==> src/rtl/lfsr_add_bist.sv <==
// lfsr_add_bist: self-running adder BIST. Two seeded Galois LFSRs feed a
// WIDTH-bit adder. A run of num_samples sums is streamed out over a
// valid/ready handshake and compacted into a MISR signature.
// Optional macro LFSR_ADD_BIST_SPLIT_ADD_EN splits the adder into two
// registered halves, adding one cycle of latency. Results are unchanged.
module lfsr_add_bist #(
  parameter int              WIDTH = 12,
  parameter logic [WIDTH-1:0] TAPS  = 12'h829,
  parameter int              CNT_W = 16
) (
  input  logic             clk,
  input  logic             resetn,
  input  logic             start,
  input  logic [WIDTH-1:0] seed_a,
  input  logic [WIDTH-1:0] seed_b,
  input  logic             cin,
  input  logic [CNT_W-1:0] num_samples,
  input  logic             sample_ready,
  output logic             sample_valid,
  output logic [WIDTH-1:0] sample_sum,
  output logic             sample_cout,
  output logic [CNT_W-1:0] sample_idx,
  output logic             busy,
  output logic             done,
  output logic [WIDTH-1:0] signature
);

  typedef enum logic [1:0] {IDLE, RUN, DRAIN, DONE} state_t;

  state_t           state;
  logic [WIDTH-1:0] lfsr_a, lfsr_b;
  logic             cin_r;
  logic [CNT_W-1:0] n_r, cnt, cnt_nxt;

  logic start_ok, xfer, out_free;
  logic issue, load_out, pipe_empty;
  logic [WIDTH-1:0] out_sum_d;
  logic             out_cout_d;
  logic [CNT_W-1:0] out_idx_d;

  function automatic logic [WIDTH-1:0] step(input logic [WIDTH-1:0] s);
    return (s >> 1) ^ (s[0] ? TAPS : '0);
  endfunction

  assign start_ok = start && ((state == IDLE) || (state == DONE));
  assign xfer     = sample_valid && sample_ready;
  assign out_free = !sample_valid || sample_ready;
  assign cnt_nxt  = cnt + CNT_W'(1);
  assign busy     = (state == RUN) || (state == DRAIN);

`ifdef LFSR_ADD_BIST_SPLIT_ADD_EN
  localparam int LO_W = WIDTH / 2;
  localparam int HI_W = WIDTH - LO_W;

  logic             v1;
  logic [LO_W-1:0]  lo1;
  logic             c1;
  logic [HI_W-1:0]  ahi1, bhi1;
  logic [CNT_W-1:0] idx1;
  logic [LO_W:0]    lo_sum;
  logic [HI_W:0]    hi_sum;

  // Low half adds in stage 1; the high half completes when moving to the output register
  always_comb begin
    issue      = (state == RUN) && (!v1 || out_free);
    load_out   = v1 && out_free;
    lo_sum     = {1'b0, lfsr_a[LO_W-1:0]} + {1'b0, lfsr_b[LO_W-1:0]} + {{LO_W{1'b0}}, cin_r};
    hi_sum     = {1'b0, ahi1} + {1'b0, bhi1} + {{HI_W{1'b0}}, c1};
    out_sum_d  = {hi_sum[HI_W-1:0], lo1};
    out_cout_d = hi_sum[HI_W];
    out_idx_d  = idx1;
    pipe_empty = !v1;
  end

  // Stage-1 register: fills on issue, empties when handed to the output register
  always_ff @(posedge clk or negedge resetn) begin
    if (!resetn) begin
      v1   <= 1'b0;
      lo1  <= '0;
      c1   <= 1'b0;
      ahi1 <= '0;
      bhi1 <= '0;
      idx1 <= '0;
    end else if (issue) begin
      v1   <= 1'b1;
      lo1  <= lo_sum[LO_W-1:0];
      c1   <= lo_sum[LO_W];
      ahi1 <= lfsr_a[WIDTH-1:LO_W];
      bhi1 <= lfsr_b[WIDTH-1:LO_W];
      idx1 <= cnt;
    end else if (load_out) begin
      v1   <= 1'b0;
    end
  end
`else
  logic [WIDTH:0] full_sum;

  // Single-stage adder feeding the output register directly
  always_comb begin
    issue      = (state == RUN) && out_free;
    load_out   = issue;
    full_sum   = {1'b0, lfsr_a} + {1'b0, lfsr_b} + {{WIDTH{1'b0}}, cin_r};
    out_sum_d  = full_sum[WIDTH-1:0];
    out_cout_d = full_sum[WIDTH];
    out_idx_d  = cnt;
    pipe_empty = 1'b1;
  end
`endif

  // Run control FSM, LFSRs, output register and MISR
  always_ff @(posedge clk or negedge resetn) begin
    if (!resetn) begin
      state        <= IDLE;
      lfsr_a       <= WIDTH'(1);
      lfsr_b       <= WIDTH'(1);
      cin_r        <= 1'b0;
      n_r          <= '0;
      cnt          <= '0;
      sample_valid <= 1'b0;
      sample_sum   <= '0;
      sample_cout  <= 1'b0;
      sample_idx   <= '0;
      done         <= 1'b0;
      signature    <= '0;
    end else if (start_ok) begin
      lfsr_a    <= (seed_a == '0) ? WIDTH'(1) : seed_a;
      lfsr_b    <= (seed_b == '0) ? WIDTH'(1) : seed_b;
      cin_r     <= cin;
      n_r       <= num_samples;
      cnt       <= '0;
      signature <= '0;
      done      <= (num_samples == '0);
      state     <= (num_samples == '0) ? DONE : RUN;
    end else begin
      if (issue) begin
        lfsr_a <= step(lfsr_a);
        lfsr_b <= step(lfsr_b);
        cnt    <= cnt_nxt;
        if (cnt_nxt == n_r) state <= DRAIN;
      end
      if (load_out) begin
        sample_valid <= 1'b1;
        sample_sum   <= out_sum_d;
        sample_cout  <= out_cout_d;
        sample_idx   <= out_idx_d;
      end else if (xfer) begin
        sample_valid <= 1'b0;
      end
      if (xfer) signature <= step(signature) ^ sample_sum;
      if ((state == DRAIN) && xfer && pipe_empty) begin
        state <= DONE;
        done  <= 1'b1;
      end
    end
  end

endmodule

==> config.mk <==
export PLATFORM = sky130hd
export DESIGN_NAME = lfsr_add_bist
export DESIGN_NICKNAME = d
export VERILOG_FILES = /design/src/rtl/lfsr_add_bist.sv
export SDC_FILE = /design/constraint.sdc
export NUM_CORES = 1
export LEC_CHECK = 0
export ABC_AREA = 0
export CORE_UTILIZATION = 45
export CTS_CLUSTER_DIAMETER = 80
export DETAILED_ROUTE_END_ITERATION = 10
export GPL_ROUTABILITY_DRIVEN = 0
export PLACE_DENSITY = 0.69
export SLEW_MARGIN = 20
export SYNTH_ARGS = -nofsm -noshare
export SYNTH_HDL_FRONTEND = slang
export SYNTH_SLANG_ARGS = --single-unit
export TNS_END_PERCENT = 5
==> constraint.sdc <==
create_clock -name clk -period 4.1 [get_ports clk]
set_input_delay 0.41 -clock clk [delete_from_list [all_inputs] [get_ports clk]]
set_output_delay 0.41 -clock clk [all_outputs]
set_load 0.01 [all_outputs]
==> reports/results.txt <==
Via count of the first global-routing pass: 4,335. TritonCTS created 9 clock buffers. The setup slack at placement came out at 1541 ps.

The die is 111.7 µm wide. The first global-routing pass estimated 21,450 µm of wire. For the post-route worst setup slack, the log shows 1494 ps. The tools report the power share of the sequential group as 0.341. The data required time at the worst endpoint came out at 4320 ps. Setup violations remaining at the end of the flow were counted as 0. The core outline area was 11,560 µm². During placement, the flow inserted port buffers numbering 88. The tools report the maximum vdd drop as 0.2923 mV. For the final database, setup skew stands at 6.603 ps. The H-tree generated during clock tree synthesis spans 3 levels. In this run, post-CTS repair resized a total of 0 instances. The tools report the worst slew slack as a fraction of its limit as 0.3925. In this run the core area contains 39 standard-cell rows. The worst hold slack came out at 198.6 ps.

The worst setup path is of the reg2reg kind. The TritonCTS sink count came out at 102. In the final routed layout, each cell accounts on average for 15.48 µm. The final number of max-transition violations is 0, and the clock period minus worst slack is 2606 ps. The run gives 0 as the total congestion overflow. The initial antenna violation count was 0.

The number of cells produced by synthesis is 592, and the switching fraction of total power is 0.4034. The initial cell density of the core came out at 0.4686. After the flow finishes, the layout carries non-filler instances totaling 815. The global routing usage on met2 is 0.3164.

The multi-input combinational cells in the finished layout cover a total of 2705 µm². The tools report the number of diodes as 0. The library cells used most frequently in the layout, excluding fill and tap cells, are sky130_fd_sc_hd__nand2_1, sky130_fd_sc_hd__dfrtp_1, sky130_fd_sc_hd__clkdlybuf4s50_1, sky130_fd_sc_hd__nor2_1, sky130_fd_sc_hd__xnor2_1. The count of cells along the worst register-to-register path was 10. The standard cell area after detailed placement was 6419 µm²; the power density over the cells was 765.6 nW/µm². The run gives 89 as the total I/O pin count. The checks that failed: design-rule violations.

Setup repair after global routing left no endpoint under its margin. The root buffer cell chosen for the clock tree is sky130_fd_sc_hd__clkbuf_16. The global routing stage identified its most utilized layer as met1. The run gives 0 as the number of max-cap violations. Wires add up to 12,620 µm. After routing the design area is 6718 µm².

For the fraction of met3 tracks used by global routing, the log shows 0.02613. The async set or reset register ratio after synthesis was 1.000. The number of vias per cell after detailed routing works out to 5.488. The average instance in the mapped netlist occupies 9.154 µm².

The internal portion of the total power is 3.068 mW. The share of post-route cells with drive strength above 1 was 0.07887; the post-detailed-route count of antenna-violating nets was 0. The portion of the clock cycle consumed by the worst path in the final layout was 0.6355. The part of the total power dissipated in the clock network is 0.166. The largest net degree at the start of global routing was 76; the number of nets in the finished design was 728. The overall die area was 12,480 µm². The area growth from synthesis to layout is 23.97%, and the post-synthesis instance area is 5419 µm². The detailed-routing iteration count for the pre-antenna-repair pass is 7, and the number of distinct library cells after synthesis is 54.

TritonCTS built the clock tree. STA classifies the critical path endpoint as a flop. The all-layer global routing usage was 0.2160. The run gives 0.4715 as the register area share after synthesis.

For this design, the CTS-stage hold fixing added 0 buffers. The logs give 0.493 for the share of power burned in combinational logic and 2555 µm² for the area taken by flip-flops and latches. After clock tree synthesis, the clock-pin slew on the worst setup and hold paths is 60 ps. Summed over all failing endpoints, the final setup total negative slack is 0 ps. The most used flip-flop cell after synthesis is sky130_fd_sc_hd__dfrtp_1.

The maximum buffer depth of the clock tree was 2. Yosys printed 0 warnings. For the later-pin clock latency in the skew report, the log shows 340 ps.

Kind of start point of the critical path: a flop. For the global routing usage on met1, the log shows 0.3207. Net count after synthesis: 653. The final hold violation count was 0. For the placed instance count, the log shows 799. Buffers added to address setup during post-CTS repair amount to 0.

The run finished, with violations left. The worst hold path belongs to the class in2async. The final HPWL from detailed placement was 9347 µm. The analysis attributes to net switching a power of 2.075 mW.

The number of flops mapped to enable cells by yosys was 0; the top fanout value on the critical path was 4. Commonest non-fill, non-tap cell in the layout: sky130_fd_sc_hd__nand2_1. In the routed design, unresolved DRC markers number 8. In this run, the number of DRC markers left after iteration 0 of detailed routing was 228.

Static timing analysis puts the maximum clock frequency at 383.8 MHz. The synthesized design contains 102 register bits. The leakage power summed over all cells came out at 2.902 nW.

At the worst endpoint, the arrival time is 2820 ps. The tools report the vias after detailed routing as 4,473. The tools report the fill cell total of the finished layout as 1,007.

At the pin with the least slew margin, the transition time is 911.2 ps. The overall die height works out to 111.7 µm.
path summary, 6_finish.rpt:
path                       slack [ps]              to          start
setup / recovery                 1490     sample_cout      lfsr_a[0]
min in group clk                  490   sample_idx[3]  sample_idx[3]
max in group asynchronous        2990  sample_idx[11]         resetn
hold / removal                    200      lfsr_b[11]         resetn
hold reg to reg                   490   sample_idx[3]  sample_idx[3]
setup reg to reg                 1490     sample_cout      lfsr_a[0]
per-layer routing:
layer | up-vias | share of wire
met5 | - | 0
met4 | 0 | 0.023
met3 | 21 | 0.047
met2 | 137 | 0.43
met1 | 2122 | 0.50
li1 | 2193 | -
area by class of cell:
type | instances | area share
multi-input combinational | 446 | 0.4027
sequential | 102 | 0.3803
timing repair buffer | 95 | 0.1386
clock buffer | 11 | 0.03613
tap | 143 | 0.02663
clock inverter | 5 | 0.008381
inverter | 13 | 0.007264
flip-flops by register name (all words and copies together) (netlist names):
register and flops:
cin_r 1, cnt 16, done 1, lfsr_a 12, lfsr_b 12, n_r 16, sample_cout 1, sample_idx 16
sample_sum 12, sample_valid 1, signature 12, state 2
power by group through the flow:
stage	Clock, mW	Combinational (mW)	Sequential, mW
floorplan	0	1.72	1.73
global placement	0	2.45	1.76
detailed placement	0	2.52	1.77
CTS	0.870	2.54	1.75
global route	0.910	2.83	1.81
finish	0.854	2.54	1.75
cells in the mapped netlist (4+ instances only):
library cell / count / area share
sky130_fd_sc_hd__o31ai_1: 4 / 0.0055
sky130_fd_sc_hd__a31oi_1: 19 / 0.022
sky130_fd_sc_hd__o21a_1: 6 / 0.0083
sky130_fd_sc_hd__inv_1: 13 / 0.0090
sky130_fd_sc_hd__nor4_1: 12 / 0.014
sky130_fd_sc_hd__mux2_2: 14 / 0.029
sky130_fd_sc_hd__nand2_1: 130 / 0.090
sky130_fd_sc_hd__nor2_1: 58 / 0.040
sky130_fd_sc_hd__nor3_1: 10 / 0.0092
sky130_fd_sc_hd__a21oi_1: 18 / 0.017
sky130_fd_sc_hd__dfrtp_1: 100 / 0.46
sky130_fd_sc_hd__nand3_1: 9 / 0.0083
sky130_fd_sc_hd__xor2_1: 16 / 0.026
sky130_fd_sc_hd__ha_1: 14 / 0.032
sky130_fd_sc_hd__nand4_1: 5 / 0.0058
sky130_fd_sc_hd__a211oi_1: 14 / 0.019
sky130_fd_sc_hd__o21ai_0: 25 / 0.023
sky130_fd_sc_hd__clkbuf_1: 25 / 0.017
sky130_fd_sc_hd__o211ai_1: 5 / 0.0069
sky130_fd_sc_hd__xnor2_1: 42 / 0.068
cells by family (layout without fill, tap and decap cells):
| logic type | count (synthesis) | after routing | share of synthesized area |
|---|---|---|---|
| buffers and inverters | 44 | 124 | 0.03140 |
| and+or+nand+nor | 248 | 248 | 0.2020 |
| xor gates and xnor gates | 58 | 58 | 0.09374 |
| adders and majority gates | 16 | 16 | 0.03971 |
| DFF | 102 | 102 | 0.4715 |
| muxes | 16 | 16 | 0.03279 |
| AOI/OAI and AO/OA | 108 | 108 | 0.1288 |
critical path: stages (launching register included):
cell	delay, ps
sky130_fd_sc_hd__dfstp_2	400
sky130_fd_sc_hd__inv_1	120
sky130_fd_sc_hd__fa_1	240
sky130_fd_sc_hd__inv_1	70
sky130_fd_sc_hd__fa_1	420
sky130_fd_sc_hd__a211oi_1	350
sky130_fd_sc_hd__o211ai_1	210
sky130_fd_sc_hd__a41oi_1	330
sky130_fd_sc_hd__nor2b_1	90
sky130_fd_sc_hd__o211ai_1	180
sky130_fd_sc_hd__nand3_1	90
through the flow:
step / total power, mW / utilization
2_1_floorplan: 3.446 / -
3_3_place_gp: 4.211 / 0.5550
3_5_place_dp: 4.294 / 0.5550
4_1_cts: 5.159 / 0.5809
5_1_grt: 5.551 / 0.5809
6_report: 5.143 / 0.5809
Power figures use the tool's default switching activity.
